<file path="src/rtl/uart_pkg.sv">
// -----------------------------------------------------------------------------
// uart_pkg
//   Definitions shared by the FullUART receive and transmit paths: the frame
//   FSM state encoding, data-width constants and the parity helper.
// -----------------------------------------------------------------------------
package uart_pkg;

  // Widest character the UART handles; 7-bit mode uses the low bits only.
  localparam int DATA_MAX = 8;

  // Default width of the clocks-per-bit divisor.
  localparam int K_W_DEF = 20;

  typedef enum logic [2:0] {
    IDLE,
    START,
    DATA,
    PARITY,
    STOP
  } state_t;

  // Parity bit that makes the character valid. Unused high bits must be zero,
  // so the same function serves both 7- and 8-bit characters.
  function automatic logic parity_bit(input logic [DATA_MAX-1:0] data,
                                      input logic            odd);
    return odd ? ~^data : ^data;
  endfunction

endpackage

</file>
<file path="src/rtl/uart_bit_timer.sv">
// -----------------------------------------------------------------------------
// uart_bit_timer
//   Loadable down-counter that paces the serial bit periods.
//
//   clk, reset_n : clock, asynchronous active-low reset
//   load         : (re)start the count this cycle
//   half         : with load, count K/2 (start-bit centring) instead of K
//   k            : clocks per bit; the caller guarantees k >= 2
//   tick         : high for one cycle when the loaded period has elapsed
//
//   A load of P gives tick in the P-th cycle after the load, so an action
//   taken on tick (usually with a fresh load) lands exactly P edges later.
//   Once expired the counter rests at zero and stays quiet until reloaded.
// -----------------------------------------------------------------------------
module uart_bit_timer
  import uart_pkg::*;
#(
  parameter int K_W = K_W_DEF
) (
  input  logic           clk,
  input  logic           reset_n,
  input  logic           load,
  input  logic           half,
  input  logic [K_W-1:0] k,
  output logic           tick
);

  logic [K_W-1:0] cnt;

  // NOTE: clocked state is written with non-blocking assignments only, so
  // every flop samples pre-edge values regardless of block ordering.
  always_ff @(posedge clk or negedge reset_n) begin
    if (!reset_n) begin
      cnt <= '0;
    end else if (load) begin
      cnt <= half ? (k >> 1) : k;
    end else if (cnt != '0) begin
      cnt <= cnt - 1'b1;
    end
  end

  assign tick = (cnt == K_W'(1));

endmodule

</file>
<file path="src/rtl/uart_rx.sv">
// -----------------------------------------------------------------------------
// uart_rx
//   Asynchronous serial receiver. The RX pin is synchronised, start bits are
//   detected and validated at mid-bit, then data, optional parity and the stop
//   bit are sampled at mid-bit using a runtime baud divisor. The finished
//   character is presented with sticky status flags until the host reads it.
//
//   clk      : system clock
//   reset_n  : asynchronous active-low reset
//   rx       : serial line from the pad buffer, idle high
//   baud_k   : clocks per bit period (values below 2 behave as 2)
//   eight    : 1 = 8 data bits, 0 = 7 data bits
//   pen      : parity enable
//   ohel     : parity select, 1 = odd, 0 = even
//   rd       : one-cycle host read strobe, clears the status flags
//   rx_data  : received byte (bit 7 is 0 in 7-bit mode)
//   rx_rdy   : byte available, sticky until rd
//   perr     : parity error for the byte in rx_data
//   ferr     : framing error (stop bit sampled low)
//   ovf      : a new byte completed while rx_rdy was still set
//
//   Frame configuration is captured when a start edge is accepted, so host
//   writes to the configuration never disturb a frame in flight.
// -----------------------------------------------------------------------------
module uart_rx
  import uart_pkg::*;
#(
  parameter int K_W         = K_W_DEF,
  parameter int SYNC_STAGES = 2
) (
  input  logic                clk,
  input  logic                reset_n,
  input  logic                rx,
  input  logic [K_W-1:0]      baud_k,
  input  logic                eight,
  input  logic                pen,
  input  logic                ohel,
  input  logic                rd,
  output logic [DATA_MAX-1:0] rx_data,
  output logic                rx_rdy,
  output logic                perr,
  output logic                ferr,
  output logic                ovf
);

  // Fewer than two stages would not protect against metastability.
  localparam int SYNC_N = (SYNC_STAGES < 2) ? 2 : SYNC_STAGES;

  logic [SYNC_N-1:0]   sync_q;
  logic                rxs;

  state_t              state, state_d;

  logic [K_W-1:0]      k_clamp, k_lat, k_sel;
  logic                eight_lat, pen_lat, ohel_lat;

  logic [2:0]          bit_cnt;
  logic [DATA_MAX-1:0] shreg;
  logic                par_bad;

  logic                tick, load, half;
  logic                start_det, shift_en, par_chk, commit;
  logic                last_bit;

  // ---------------------------------------------------------------------------
  // RX synchroniser; resets to the idle-high line level so a reset release
  // can never look like a start edge.
  // ---------------------------------------------------------------------------
  always_ff @(posedge clk or negedge reset_n) begin
    if (!reset_n) begin
      sync_q <= '1;
    end else begin
      sync_q <= {sync_q[SYNC_N-2:0], rx};
    end
  end

  assign rxs = sync_q[SYNC_N-1];

  // ---------------------------------------------------------------------------
  // Bit timing. The first load happens on the same edge the configuration is
  // captured, so the timer takes the live divisor in IDLE and the captured
  // one for the rest of the frame.
  // ---------------------------------------------------------------------------
  assign k_clamp = (baud_k < K_W'(2)) ? K_W'(2) : baud_k;
  assign k_sel   = (state == IDLE) ? k_clamp : k_lat;

  uart_bit_timer #(.K_W(K_W)) u_timer (
    .clk     (clk),
    .reset_n (reset_n),
    .load    (load),
    .half    (half),
    .k       (k_sel),
    .tick    (tick)
  );

  assign last_bit = (bit_cnt == (eight_lat ? 3'd7 : 3'd6));

  // ---------------------------------------------------------------------------
  // Frame FSM
  // ---------------------------------------------------------------------------
  always_ff @(posedge clk or negedge reset_n) begin
    if (!reset_n) begin
      state <= IDLE;
    end else begin
      state <= state_d;
    end
  end

  // NOTE: every output of this block gets a default first; a path that left
  // one unassigned would infer a latch.
  always_comb begin
    state_d   = state;
    load      = 1'b0;
    half      = 1'b0;
    start_det = 1'b0;
    shift_en  = 1'b0;
    par_chk   = 1'b0;
    commit    = 1'b0;

    unique case (state)
      IDLE: begin
        if (!rxs) begin
          start_det = 1'b1;
          load      = 1'b1;
          half      = 1'b1;
          state_d   = START;
        end
      end

      START: begin
        if (tick) begin
          if (rxs) begin
            // Line already back high at mid start bit: a glitch, drop it.
            state_d = IDLE;
          end else begin
            load    = 1'b1;
            state_d = DATA;
          end
        end
      end

      DATA: begin
        if (tick) begin
          shift_en = 1'b1;
          load     = 1'b1;
          if (last_bit) begin
            state_d = pen_lat ? PARITY : STOP;
          end
        end
      end

      PARITY: begin
        if (tick) begin
          par_chk = 1'b1;
          load    = 1'b1;
          state_d = STOP;
        end
      end

      STOP: begin
        if (tick) begin
          // No reload: IDLE re-arms on the very next cycle.
          commit  = 1'b1;
          state_d = IDLE;
        end
      end

      default: state_d = IDLE;
    endcase
  end

  // ---------------------------------------------------------------------------
  // Frame datapath: captured configuration, bit counter, character assembly.
  // ---------------------------------------------------------------------------
  always_ff @(posedge clk or negedge reset_n) begin
    if (!reset_n) begin
      k_lat     <= '0;
      eight_lat <= 1'b0;
      pen_lat   <= 1'b0;
      ohel_lat  <= 1'b0;
      bit_cnt   <= '0;
      shreg     <= '0;
      par_bad   <= 1'b0;
    end else begin
      if (start_det) begin
        k_lat     <= k_clamp;
        eight_lat <= eight;
        pen_lat   <= pen;
        ohel_lat  <= ohel;
        bit_cnt   <= '0;
        // Clearing here keeps bit 7 at zero for 7-bit characters.
        shreg     <= '0;
        par_bad   <= 1'b0;
      end
      if (shift_en) begin
        // LSB arrives first, so each sample lands at its bit position.
        shreg[bit_cnt] <= rxs;
        bit_cnt        <= bit_cnt + 3'd1;
      end
      if (par_chk) begin
        par_bad <= (rxs != parity_bit(shreg, ohel_lat));
      end
    end
  end

  // ---------------------------------------------------------------------------
  // Host-visible result and status. A commit beats a coincident read: the new
  // byte is flagged ready, and the read still counts as having consumed the
  // previous one, so no overrun is reported.
  // ---------------------------------------------------------------------------
  always_ff @(posedge clk or negedge reset_n) begin
    if (!reset_n) begin
      rx_data <= '0;
      rx_rdy  <= 1'b0;
      perr    <= 1'b0;
      ferr    <= 1'b0;
      ovf     <= 1'b0;
    end else if (commit) begin
      rx_data <= eight_lat ? shreg : {1'b0, shreg[DATA_MAX-2:0]};
      rx_rdy  <= 1'b1;
      perr    <= pen_lat & par_bad;
      ferr    <= ~rxs;
      ovf     <= rx_rdy & ~rd;
    end else if (rd) begin
      rx_rdy  <= 1'b0;
      perr    <= 1'b0;
      ferr    <= 1'b0;
      ovf     <= 1'b0;
    end
  end

endmodule

</file>
<file path="config.mk">
export PLATFORM = sky130hd
export DESIGN_NAME = uart_rx
export DESIGN_NICKNAME = d
export VERILOG_FILES = /design/src/rtl/uart_pkg.sv /design/src/rtl/uart_bit_timer.sv /design/src/rtl/uart_rx.sv
export SDC_FILE = /design/constraint.sdc
export NUM_CORES = 1
export LEC_CHECK = 0
export BUFFER_PORTS_ARGS = -buffer_cell sky130_fd_sc_hd__buf_2
export CORE_MARGIN = 2
export CORE_UTILIZATION = 38
export DETAILED_ROUTE_END_ITERATION = 8
export PLACE_DENSITY_LB_ADDON = 0.2
export RECOVER_POWER = 100
export SLEW_MARGIN = 20
export SYNTH_ARGS = -nofsm -noshare
export SYNTH_HDL_FRONTEND = slang
export SYNTH_SLANG_ARGS = --single-unit
</file>
<file path="constraint.sdc">
create_clock -name clk -period 4.3 [get_ports clk]
set_clock_uncertainty 0.2 [all_clocks]
set_input_delay 0.215 -clock clk [delete_from_list [all_inputs] [get_ports clk]]
set_output_delay 0.215 -clock clk [all_outputs]
set_load 0.005 [all_outputs]
</file>
=== Word level (Yosys, flattened, before mapping) ===
Index checks and enable logic that the tools add are counted.

* Bits in registers: 72
* Output and inout port bits: 12
* Word-level logic and storage cells: 87

* $add $sub $neg: 2
* Order comparisons: 3
* Eq/ne operators: 13
* Mux-type cells: 39
* Bitwise logic cells: 4
* Reductions and logical operators: 11

{| class="wikitable"
|+ Operators with widths
! kind !! count
|-
| 20-bit 2-to-1 mux || 5
|-
| 3-bit 2-to-1 mux || 9
|-
| 8-bit 2-to-1 mux || 3
|-
| 20-bit by 1-bit == test with 1-bit output, second input constant || 1
|-
| 20-bit by 2-bit < comparator with 1-bit output, second input constant || 1
|-
| 20-bit nonzero test || 1
|-
| 20-bit by 1-bit subtractor with 20-bit output, second input constant || 1
|-
| 1-bit 2-to-1 mux || 17
|-
| 3-bit one-hot mux with 5 select lines || 1
|-
| 2-bit inequality test, second input constant || 6
|-
| 8-bit bitwise mux || 1
|-
| 2-bit nonzero test || 4
|-
| 8-bit XNOR reduction || 1
|-
| 8-bit parity || 1
|-
| 3-bit by 2-bit == test with 1-bit output, second input constant || 2
|-
| 6-bit AND reduction || 1
|-
| 3-bit by 4-bit < comparator with 1-bit output, second input constant || 1
|-
| 3-bit by 1-bit adder with 3-bit output, second input constant || 1
|-
| 1-bit demux with 3-bit select || 1
|-
| 3-bit by 1-bit == test with 1-bit output, second input constant || 1
|-
| 3-bit == test || 1
|-
| 3-bit == test, second input constant || 1
|-
| 3-bit by 1-bit greater-or-equal comparator with 1-bit output, second input constant || 1
|-
| 3-bit zero test || 1
|-
| other kinds (7) || 9
|}

=== Depth between registers and ports, before layout ===
Gate-level depths: netlist of run 1.

* Depth after elaboration: 6
* Mapped depth: 9
* Gate-level depth less buffers: 7

=== Modules after synthesis ===
A second synthesis of run 1 with hierarchy kept.

* Cells, all modules: 390
* Area, all modules: 4081.4 µm²

{| class="wikitable"
|+ Modules (own cells, without submodules)
! module !! instances !! cells an instance !! area an instance (µm²) !! sequential area each (µm²)
|-
| uart_rx || 1 || 232 || 2661.3 || 1303.8
|-
| uart_bit_timer || 1 || 158 || 1420.1 || 500.5
|}

=== Least setup slack after synthesis of run 1 ===
No wires, ideal clock.

* Path kind: register to register
* From: reg u_timer.cnt[1]
* To: reg rx_data[5]
* Library setup time: 0.125 ns
* Data arrival time: 1.989 ns
* Required time: 3.975 ns
* Setup slack: 1.986 ns
* Stages on the path, launching flop included: 9
* Path through: dfrtp_1 > inv_1 > ha_1 > nor3b_1 > nand4_2 > or3b_1 > buf_6 > buf_8 > mux2_4

* Longest elaborated chain between the ends: 3

{| class="wikitable"
|+ RTL lines
! what !! RTL line !! source
|-
| start, declared || uart_bit_timer.sv:28 || <nowiki>logic [K_W-1:0] cnt;</nowiki>
|-
| start signal, assigned || uart_bit_timer.sv:36 || <nowiki>cnt <= half ? (k >> 1) : k;</nowiki>
|-
| start signal, assigned || uart_bit_timer.sv:38 || <nowiki>cnt <= cnt - 1'b1;</nowiki>
|-
| 20-bit by 1-bit == test with 1-bit output || uart_bit_timer.sv:42 || <nowiki>assign tick = (cnt == K_W'(1));</nowiki>
|-
| 1-bit 2-to-1 mux || uart_rx.sv:161 || <nowiki>if (tick) begin</nowiki>
|-
| 1-bit 2-to-1 mux || uart_rx.sv:120 || <nowiki>unique case (state)</nowiki>
|-
| end signal, assigned || uart_rx.sv:219 || <nowiki>rx_data <= eight_lat ? shreg : {1'b0, shreg[DATA_MAX-2:0]};</nowiki>
|-
| end, declared || uart_rx.sv:39 || <nowiki>output logic [DATA_MAX-1:0] rx_data,</nowiki>
|}

Every way passes these cells.
A chain may end at the register's enable or synchronous reset.

=== Worst setup path in the final report of run 1 ===
* From: reg sync_q[1]
* To: reg u_timer.cnt[17]

* Longest elaborated chain between the ends: 4
* Elaborated cells on any way between the ends: 7

{| class="wikitable"
|+ RTL lines
! what !! RTL line !! source
|-
| start, declared || uart_rx.sv:49 || <nowiki>logic [SYNC_N-1:0] sync_q;</nowiki>
|-
| start signal, assigned || uart_rx.sv:73 || <nowiki>sync_q <= {sync_q[SYNC_N-2:0], rx};</nowiki>
|-
| 1-bit 2-to-1 mux (*) || uart_rx.sv:122, uart_rx.sv:132 ||
|-
| 1-bit 2-to-1 mux (on tied branches) || uart_rx.sv:131, uart_rx.sv:120 ||
|-
| 1-bit one-hot mux with 3 select lines or 20-bit 2-to-1 mux (tied branches) || uart_rx.sv:120, uart_bit_timer.sv:36 ||
|-
| 20-bit 2-to-1 mux or 2-bit nonzero test (tied branches) || -- ||
|}

Mark *: on every way between the ends. The rest lies on a longest branch, timed or not.

==> flow_summary.json, run 1 <==
{
  "status": "complete, but fails checks",
  "violations": "max-capacitance violations, max-slew violations",
  "crit_top_cell": "o21ai_0",
  "cts_tree": "yes",
  "wirelength_um": 9540,
  "critPathMaxStageDelay_ns": 1.42,
  "endpoint_kind": "flip-flop",
  "clk_latency_ns": 0.38,
  "fmax_mhz": 291,
  "arrival_ns": 3.54,
  "setup_viol": 0,
  "maxSlewViolCount": 48,
  "maxCapViolations": 1,
  "critical_path_buf_inv_count": 2,
  "synth_simple_gate_area_share_pct": 22.9,
  "worstSetupStartpointType": "flip-flop",
  "ff2ff_path_depth": 6,
  "critical_path_class": "flip-flop to flip-flop",
  "vdd_drop_max_uv": 151,
  "whs_path_depth": 3,
  "grt_first_pass_wirelength_um": 16600,
  "dieArea_um2": 11200,
  "power_switching_mw": 0.481,
  "fp.dieW_um": 106,
  "dp_hpwl_um": 6410,
  "grt-ovfl-total": 0,
  "synth_top_family_by_area": "simple AND/OR/NAND/NOR gates",
  "p_comb_share_pct": 14.3,
  "netlist_instances": 430,
  "p_total_mw": 1.61,
  "final_common_cell": "nand2_1",
  "drt-initial-drc-count": 204,
  "ys.warnings.count": 0,
  "drt-wirelength-per-cell_um": 15.2,
  "p_leak_nw": 2.01,
  "synthArstFlopShare_pct": 100,
  "num-nets-final": 515,
  "seqPwrFrac_pct": 51.6,
  "hold_path_class": "input port to flip-flop",
  "worstHoldStart": "baud_k[1]",
  "synth-xor-area-share_pct": 5.13,
  "syn_area_um2": 3930,
  "diodes": 0,
  "initial_core_util_pct": 38.5,
  "clock_path_buffers": 2,
  "avgSynthCellArea_um2": 9.13,
  "cts_made_buffers": 9,
  "critPathMaxFanout": 34,
  "cp.depth": 6,
  "root_buffer": "clkbuf_8",
  "synth_edf_count": 0,
  "synthesis.nets": 460,
  "synth-compound-area-share_pct": 13.9,
  "die_h_um": 106,
  "seq_area_frac_synth_pct": 46.0,
  "cp-startpoint": "sync_q[1]",
  "ys_seq_elements": 72,
  "postCtsSetupRepairBufs": 0,
  "regToRegStartpoint": "sync_q[1]",
  "crit_family": "flip-flops",
  "synthMuxAreaShare_pct": 7.55,
  "avgViaCountPerCell": 5.21,
  "grt.total_usage_pct": 18.7,
  "synth.distinct_cells": 49,
  "max_slew_margin_pct": -66.0,
  "ys.flop_type": "dfrtp_1",
  "globalplace.congestion": 0.845,
  "grt_pass1_vias": 3352,
  "rsz0062_at_grt": "false",
  "io_pins": 39,
  "layout_common_cells": "nand2_1 (101), dfrtp_1 (70), buf_2 (34)",
  "finalCriticalPeriod_ns": 3.44,
  "drtAntennaViolNets": 0,
  "htreeDepth": 3,
  "drive_above_1_share_pct": 13.7,
  "tightest_slew_ns": 2.49,
  "synth-adder-area-share_pct": 0.956,
  "path_cells": "clkinv_1 > nand2_1 > o21ai_0 > buf_4 > or2_2 > o21ai_0",
  "drt_pass1_iterations": 5,
  "vias": 3260,
  "core_area_um2": 10200,
  "io_buffers": 38,
  "switching_share_pct": 29.9,
  "fin_tns_setup_ns": 0,
  "area_growth_pct": 18.0,
  "antenna_found_initial": 0,
  "path_clk_slew_ns": 0.08,
  "cts_sinks": 72,
  "timing.final.hold_violations": 0,
  "required_ns": 4.40,
  "drc": 0,
  "grt_max_degree": 48,
  "period_share_pct": 80.0,
  "num_rows": 37,
  "powerDensity_nw_per_um2": 347,
  "p_int_mw": 1.13,
  "clkPwrFrac_pct": 34.1,
  "critPathSlowestCell": "dfstp_1"
}
## state kept, by name (all words and copies together), names as in the netlist
register and flops:
bit_cnt 3, eight_lat 1, ferr 1, k_lat 20
ohel_lat 1, ovf 1, par_bad 1, pen_lat 1
perr 1, rx_data 8, rx_rdy 1, shreg 8
state 3, sync_q 2, u_timer.cnt 20
## routing by layer
metal | track usage [%] | vias to the layer above | part of all wire [%]
met3 | 2.16 | 16 | 2.5
met4 | 8.36 | 0 | 2.3
met1 | 26.0 | 1564 | 49
li1 | - | 1632 | -
met2 | 29.6 | 48 | 46
met5 | 0 | - | 0
## logic make-up after synthesis
| kind of cell | after synthesis |
|---|---|
| mux | 28 |
| fa+ha+maj | 3 |
| buf+inv | 32 |
| simple gates | 187 |
| compound gates | 85 |
| flops | 72 |
| xor+xnor | 23 |
## path summary, 6_finish.rpt
kind | endpoint | slack [ns]
min in group asynchronous | k_lat[9] | 0.96
worst min register to register | sync_q[1] | 0.17
max in group asynchronous | shreg[4] | 1.52
worst max register to register | u_timer.cnt[17] | 0.86
worst max-delay path | u_timer.cnt[17] | 0.86
worst min-delay path | k_lat[1] | 0.03
## power by group through the flow
stage,registers [mW],clock network (mW),logic (mW)
2_1_floorplan,0.819,0,0.154
3_3_place_gp,0.838,0,0.211
3_5_place_dp,0.839,0,0.216
4_1_cts,0.827,0.553,0.233
5_1_grt,0.841,0.582,0.263
6_report,0.829,0.547,0.231
## final cells by class
type / instances / area, um^2
multi-input cells: 326 / 1970
repair buffers: 67 / 460
well taps: 136 / 170
flip-flops and latches: 72 / 1800
inverters: 9 / 33.8
clock inverters: 6 / 67.6
fillers: 1030 / 5550
clock buffers: 10 / 128
## stage by stage
step / area (um^2) / setup WS, ns / utilization, % / instances / hold slack (ns)
floorplan: 3930 / 1.99 / - / 430 / -0.281
global placement: 4220 / 1.59 / 41.5 / 586 / 0.120
detailed placement: 4220 / 1.53 / 41.5 / 586 / 0.124
CTS: 4660 / 1.51 / 45.7 / 626 / 0.0304
global route: 4630 / 0.683 / 45.5 / 626 / 0.0708
finish: 4630 / 0.859 / 45.5 / 626 / 0.0283
## synthesized netlist by cell type, drive strengths merged, types with 2 or more instances
cell type	instances	share of area, %
o31ai	6	1.1
nand3	9	1.1
and3	2	0.32
inv	8	0.77
a21o	5	0.96
ha	3	0.96
nand2	101	9.7
mux2i	21	5.4
nor3b	2	0.38
a211oi	2	0.38
nand4	4	0.80
nand3b	2	0.38
a2bb2oi	5	1.1
nor2b	5	0.80
xor2	6	1.3
nor3	12	1.7
mux2	7	2.2
dfrtp	70	45
xnor2	17	3.8
o211ai	20	3.8
clkbuf	16	1.5
buf	7	1.2
nand2b	2	0.32
o21ai	29	3.7
or2	3	0.48
dfstp	2	1.3
a21oi	13	1.7
nor2	21	2.1
nor4	11	2.5
or3	9	1.4
## worst register-to-register path, stage by stage (launching register included)
cell	delay, ns
dfstp_1	1.42
clkinv_1	0.66
nand2_1	0.22
o21ai_0	0.10
buf_4	0.25
or2_2	0.36
o21ai_0	0.16
## what timing repair did
| action | in CTS | in global routing |
|---|---|---|
| gates resized for setup | 0 | 0 |
| hold endpoints to repair | 71 | 0 |
| hold buffers | 24 | 0 |
Note: power is estimated with default switching activity, not from simulation.
==> inputs of run 2 (changes only) <==
Settings changed: ABC_AREA set to 1.
Clock period 4.3 ns to 3.2 ns, I/O delays scaled along.
==> flow_summary.json, run 2 <==
{
  "p_total_mw": 3.41,
  "timing.hold.ws_ns": 0.0266,
  "arrival_ns": 2.64,
  "worstSetupStartpointType": "flip-flop",
  "maxCapViolations": 0,
  "fp.dieW_um": 108,
  "fin_tns_setup_ns": 0,
  "place_ws_ns": 0.845,
  "layout_setup_ws_ns": 0.631,
  "switching_share_pct": 41.8,
  "drive_above_1_share_pct": 12.2,
  "wirelength_um": 9940,
  "p_comb_share_pct": 40.4,
  "grt_first_pass_wirelength_um": 17100,
  "clkPwrFrac_pct": 18.5,
  "root_buffer": "clkbuf_8",
  "clock_path_buffers": 2,
  "hold_path_class": "input port to flip-flop",
  "avgViaCountPerCell": 4.78,
  "fmax_mhz": 389,
  "place_area_um2": 4410,
  "layout_common_cells": "nand2_1 (125), nor2_1 (71), dfrtp_1 (70)",
  "period_share_pct": 80.3,
  "num-nets-final": 623,
  "yosysMostFrequentCell": "nand2_1",
  "critPathMaxFanout": 16,
  "avgSynthCellArea_um2": 7.72,
  "max_slew_margin_pct": 27.5,
  "synth.top_cells.by_area": "dfrtp_1 (42%), nand2_1 (11%), nor2_1 (5.9%)",
  "grt_max_degree": 48,
  "cts_made_buffers": 9,
  "seqPwrFrac_pct": 41.1,
  "dieArea_um2": 11800,
  "status": "completed",
  "grt.total_usage_pct": 18.8,
  "ys_seq_elements": 72,
  "rsz0062_at_grt": "false",
  "io_buffers": 38,
  "die_h_um": 108,
  "synth_edf_count": 0,
  "yosys-top-cells-count": "nand2_1 (121), dfrtp_1 (70), nor2_1 (65)",
  "p_leak_nw": 2.32,
  "required_ns": 3.27,
  "core_area_um2": 10700,
  "powerDensity_nw_per_um2": 724,
  "io_pins": 39,
  "finalCriticalPeriod_ns": 2.57,
  "drt_pass1_iterations": 5,
  "reg.largest.list": "k_lat (20), u_timer.cnt (20)",
  "globalplace.congestion": 0.918,
  "diodes": 0,
  "r2r_slack_ns": 0.63,
  "cts_tree": "yes",
  "htreeDepth": 3,
  "yosys.area.top_type": "dfrtp_1",
  "setup_viol": 0,
  "synthArstFlopShare_pct": 100,
  "place_inst": 702,
  "num_rows": 38,
  "drt-wirelength-per-cell_um": 13.5,
  "cts_sinks": 72,
  "area_growth_pct": 13.5,
  "drtAntennaViolNets": 0,
  "clk_latency_ns": 0.34,
  "drc": 0,
  "timing.final.hold_violations": 0,
  "initial_core_util_pct": 38.6,
  "ys.flop_type": "dfrtp_1",
  "instances_no_fill": 738,
  "antenna_found_initial": 0,
  "fin_area_um2": 4700,
  "netlist_instances": 537,
  "synth.distinct_cells": 38,
  "final_common_cell": "nand2_1",
  "power_switching_mw": 1.42,
  "synthesis.nets": 567,
  "p_int_mw": 1.98,
  "tightest_slew_ns": 1.09,
  "maxSlewViolCount": 0,
  "syn_area_um2": 4150,
  "grt-ovfl-total": 0,
  "endpoint_kind": "flip-flop",
  "vdd_drop_max_uv": 289,
  "dp_hpwl_um": 7490,
  "vias": 3525,
  "ys.warnings.count": 0,
  "grt_pass1_vias": 3460,
  "critical_path_class": "flip-flop to flip-flop",
  "final_util_pct": 43.8,
  "path_clk_slew_ns": 0.07,
  "drt-initial-drc-count": 176,
  "yosys.area.top_type_share_pct": 42.3,
  "seq_area_frac_synth_pct": 43.5
}
-- run 2: cell types whose count changed after synthesis, sizes merged, moves of 14 or more --
cell	delta
nand3	+34
nand2	+27
nor2	+58
o21ai	+21
mux2i	-21
clkbuf	-14
o211ai	-16
inv	+61
-- run 2: path summary, 6_finish.rpt --
kind                       startpoint              to  cells after the start
min in group asynchronous     reset_n            ferr                      2
hold reg to reg             sync_q[0]       sync_q[1]                      0
max in group asynchronous     reset_n        shreg[4]                      3
setup / recovery             state[0]  u_timer.cnt[2]                      9
setup reg to reg             state[0]  u_timer.cnt[2]                      9
hold / removal              baud_k[7]        k_lat[7]                      4
-- run 2: repair_timing --
action,4_1_cts,5_1_grt
resized for setup,0,0
hold buffers,20,0
setup buffers,0,0
hold endpoints to repair,41,0
-- run 2: critical path, cell delays in order (launching register included) --
cell and delay (ns):
dfrtp_1 0.44, nor2_1 0.18, nand2_1 0.26, inv_4 0.26, nand2_1 0.24, inv_1 0.43, nand2_1 0.09, o21ai_0 0.12
o21ai_0 0.14, a21oi_1 0.15
-- run 2: final cells by class --
class / count / area (um^2)
Multi-Input combinational cell: 380 / 1900
Fill cell: 1119 / 6040
Sequential cell: 72 / 1800
Tap cell: 140 / 175
Timing Repair Buffer: 61 / 399
Inverter: 69 / 262
Clock buffer: 13 / 149
Clock inverter: 3 / 17.5
-- run 2: routing by layer --
metal	vias to the layer above	routed length, um	global-route usage [%]
met3	11	507	4.70
met5	-	0	0
met1	1590	5240	28.5
li1	1840	-	-
met4	0	157	5.49
met2	84	4030	26.1
-- run 2: logic make-up after synthesis --
logic type                 synth area share, %
adders and majority gates                0.906
DFF                                       43.5
buffers and inverters                     9.21
and+or+nand+nor                           28.6
muxes                                     1.36
AOI/OAI and AO/OA                         12.3
xor gates and xnor gates                  4.01
-- run 2: power by group through the flow --
stage	Sequential, mW	Combinational [mW]	Clock (mW)
global placement	1.42	1.40	0
finish	1.40	1.38	0.631
global route	1.43	1.60	0.704
floorplan	1.36	1.15	0
detailed placement	1.42	1.40	0
CTS	1.40	1.43	0.653
==> inputs of run 3 (changes only) <==
Settings changed: ABC_AREA 1 to 0.
Clock period 3.2 ns to 2.22 ns, I/O delays scaled along.
==> flow_summary.json, run 3 (synthesis gave the netlist of run 1 again) <==
{
  "num_rows": 37,
  "switching_share_pct": 27.4,
  "hold_path_class": "flip-flop to flip-flop",
  "initial_core_util_pct": 38.5,
  "ff2ff_path_depth": 7,
  "critPathSlowestCell": "or3b_1",
  "drt-wirelength-per-cell_um": 15.1,
  "htreeDepth": 3,
  "whs_path_depth": 0,
  "max_slew_margin_pct": 34.2,
  "vdd_drop_max_uv": 350,
  "grt_first_pass_wirelength_um": 16800,
  "tightest_slew_ns": 0.987,
  "antenna_found_initial": 0,
  "cts_sinks": 72,
  "period_share_pct": 98.8,
  "wirelength_um": 10200,
  "grt-ovfl-total": 0,
  "cp-startpoint": "u_timer.cnt[1]",
  "globalplace.congestion": 0.813,
  "path_cells": "inv_2 > ha_1 > nor3b_4 > nand4_4 > or3b_1 > buf_6 > mux2_4",
  "setup_viol": 0,
  "p_leak_nw": 2.35,
  "endpoint_kind": "flip-flop",
  "regToRegStartpoint": "u_timer.cnt[1]",
  "rsz0062_at_grt": "true",
  "cts_tree": "yes",
  "clkPwrFrac_pct": 37.2,
  "drt-initial-drc-count": 138,
  "clock_path_buffers": 2,
  "die_h_um": 106,
  "crit_family": "simple AND/OR/NAND/NOR gates",
  "grt.total_usage_pct": 19.1,
  "critPathMaxFanout": 15,
  "maxSlewViolCount": 0,
  "drc": 0,
  "critical_path_buf_inv_count": 2,
  "nFillCells": 935,
  "fmax_mhz": 456,
  "powerDensity_nw_per_um2": 678,
  "required_ns": 2.27,
  "power_switching_mw": 0.979,
  "grt_max_degree": 73,
  "root_buffer": "clkbuf_8",
  "layout_common_cells": "nand2_1 (101), dfrtp_1 (70), buf_4 (43)",
  "path_clk_slew_ns": 0.08,
  "grt_pass1_vias": 3382,
  "area_growth_pct": 34.4,
  "dp_hpwl_um": 6910,
  "critPathMaxStageDelay_ns": 0.40,
  "place_inst": 627,
  "clk_latency_ns": 0.36,
  "seqPwrFrac_pct": 44.4,
  "timing.final.hold_violations": 0,
  "io_pins": 39,
  "status": "completed",
  "drive_above_1_share_pct": 25.0,
  "diodes": 0,
  "finalCriticalPeriod_ns": 2.19,
  "num-nets-final": 566,
  "avgViaCountPerCell": 5.15,
  "p_comb_share_pct": 18.4,
  "core_area_um2": 10200,
  "final_common_cell": "nand2_1",
  "p_int_mw": 2.60,
  "crit_path_end": "rx_data[6]",
  "instances_no_fill": 677,
  "drtAntennaViolNets": 0,
  "final_util_pct": 51.8,
  "r2r_slack_ns": 0.03,
  "drt_pass1_iterations": 4,
  "vias": 3489,
  "timing.hold.ws_ns": 0.158,
  "cp.depth": 7,
  "maxCapViolations": 0,
  "dieArea_um2": 11200,
  "worstSetupStartpointType": "flip-flop",
  "cts_made_buffers": 9,
  "critical_path_class": "flip-flop to flip-flop",
  "reg.largest.list": "k_lat (20), u_timer.cnt (20)",
  "io_buffers": 38,
  "r2r_end": "rx_data[6]",
  "fp.dieW_um": 106,
  "arrival_ns": 2.24
}
[run 3: routing by layer]
metal,global-route usage (%),share of wire (%),up-vias
li1,-,-,1724
met1,27.5,50,1695
met2,28.9,45,55
met3,2.91,2.7,15
met4,7.89,2.1,0
met5,0,0,-
[run 3: per-stage QoR]
step	instance area, um^2	setup slack (ns)	power (mW)	TNS, ns
finish	5280	0.0266	3.58	0
global route	5280	-0.0576	3.76	-0.471
CTS	5110	-0.000240	3.54	-0.000240
detailed placement	4570	-0.00595	2.16	-0.00607
global placement	4570	0.0285	2.16	0
floorplan	3930	-0.0159	1.89	-0.0318
[run 3: power groups by stage]
stage               Combinational (mW)  Clock (mW)  Sequential (mW)
global route                     0.732        1.42             1.61
detailed placement               0.571           0             1.59
CTS                              0.613        1.35             1.58
finish                           0.658        1.33             1.59
floorplan                        0.300           0             1.59
global placement                 0.566           0             1.59
[run 3: worst min-delay path by stage]
stage | start | end
after floorplan | reset_n | bit_cnt[0]
after global placement | reset_n | k_lat[11]
after detailed placement | reset_n | k_lat[10]
after CTS | reset_n | k_lat[8]
after global routing | sync_q[0] | sync_q[1]
final | sync_q[0] | sync_q[1]
[run 3: layout make-up]
cell class | count | area, um^2 | area share [%]
clock inverter | 4 | 98.8 | 1.87
inverter | 9 | 33.8 | 0.640
multi-input combinational | 326 | 2080 | 39.4
timing repair buffer | 118 | 933 | 17.7
sequential | 72 | 1800 | 34.2
tap | 136 | 170 | 3.23
clock buffer | 12 | 155 | 2.94
[run 3: repair_timing]
item	CTS	global route
gates cloned	0	2
resized for setup	1	24
hold buffers	26	0
setup endpoints to repair	5	34
endpoints found under the hold margin	114	0
buffers inserted	2	4
pin swaps	0	1
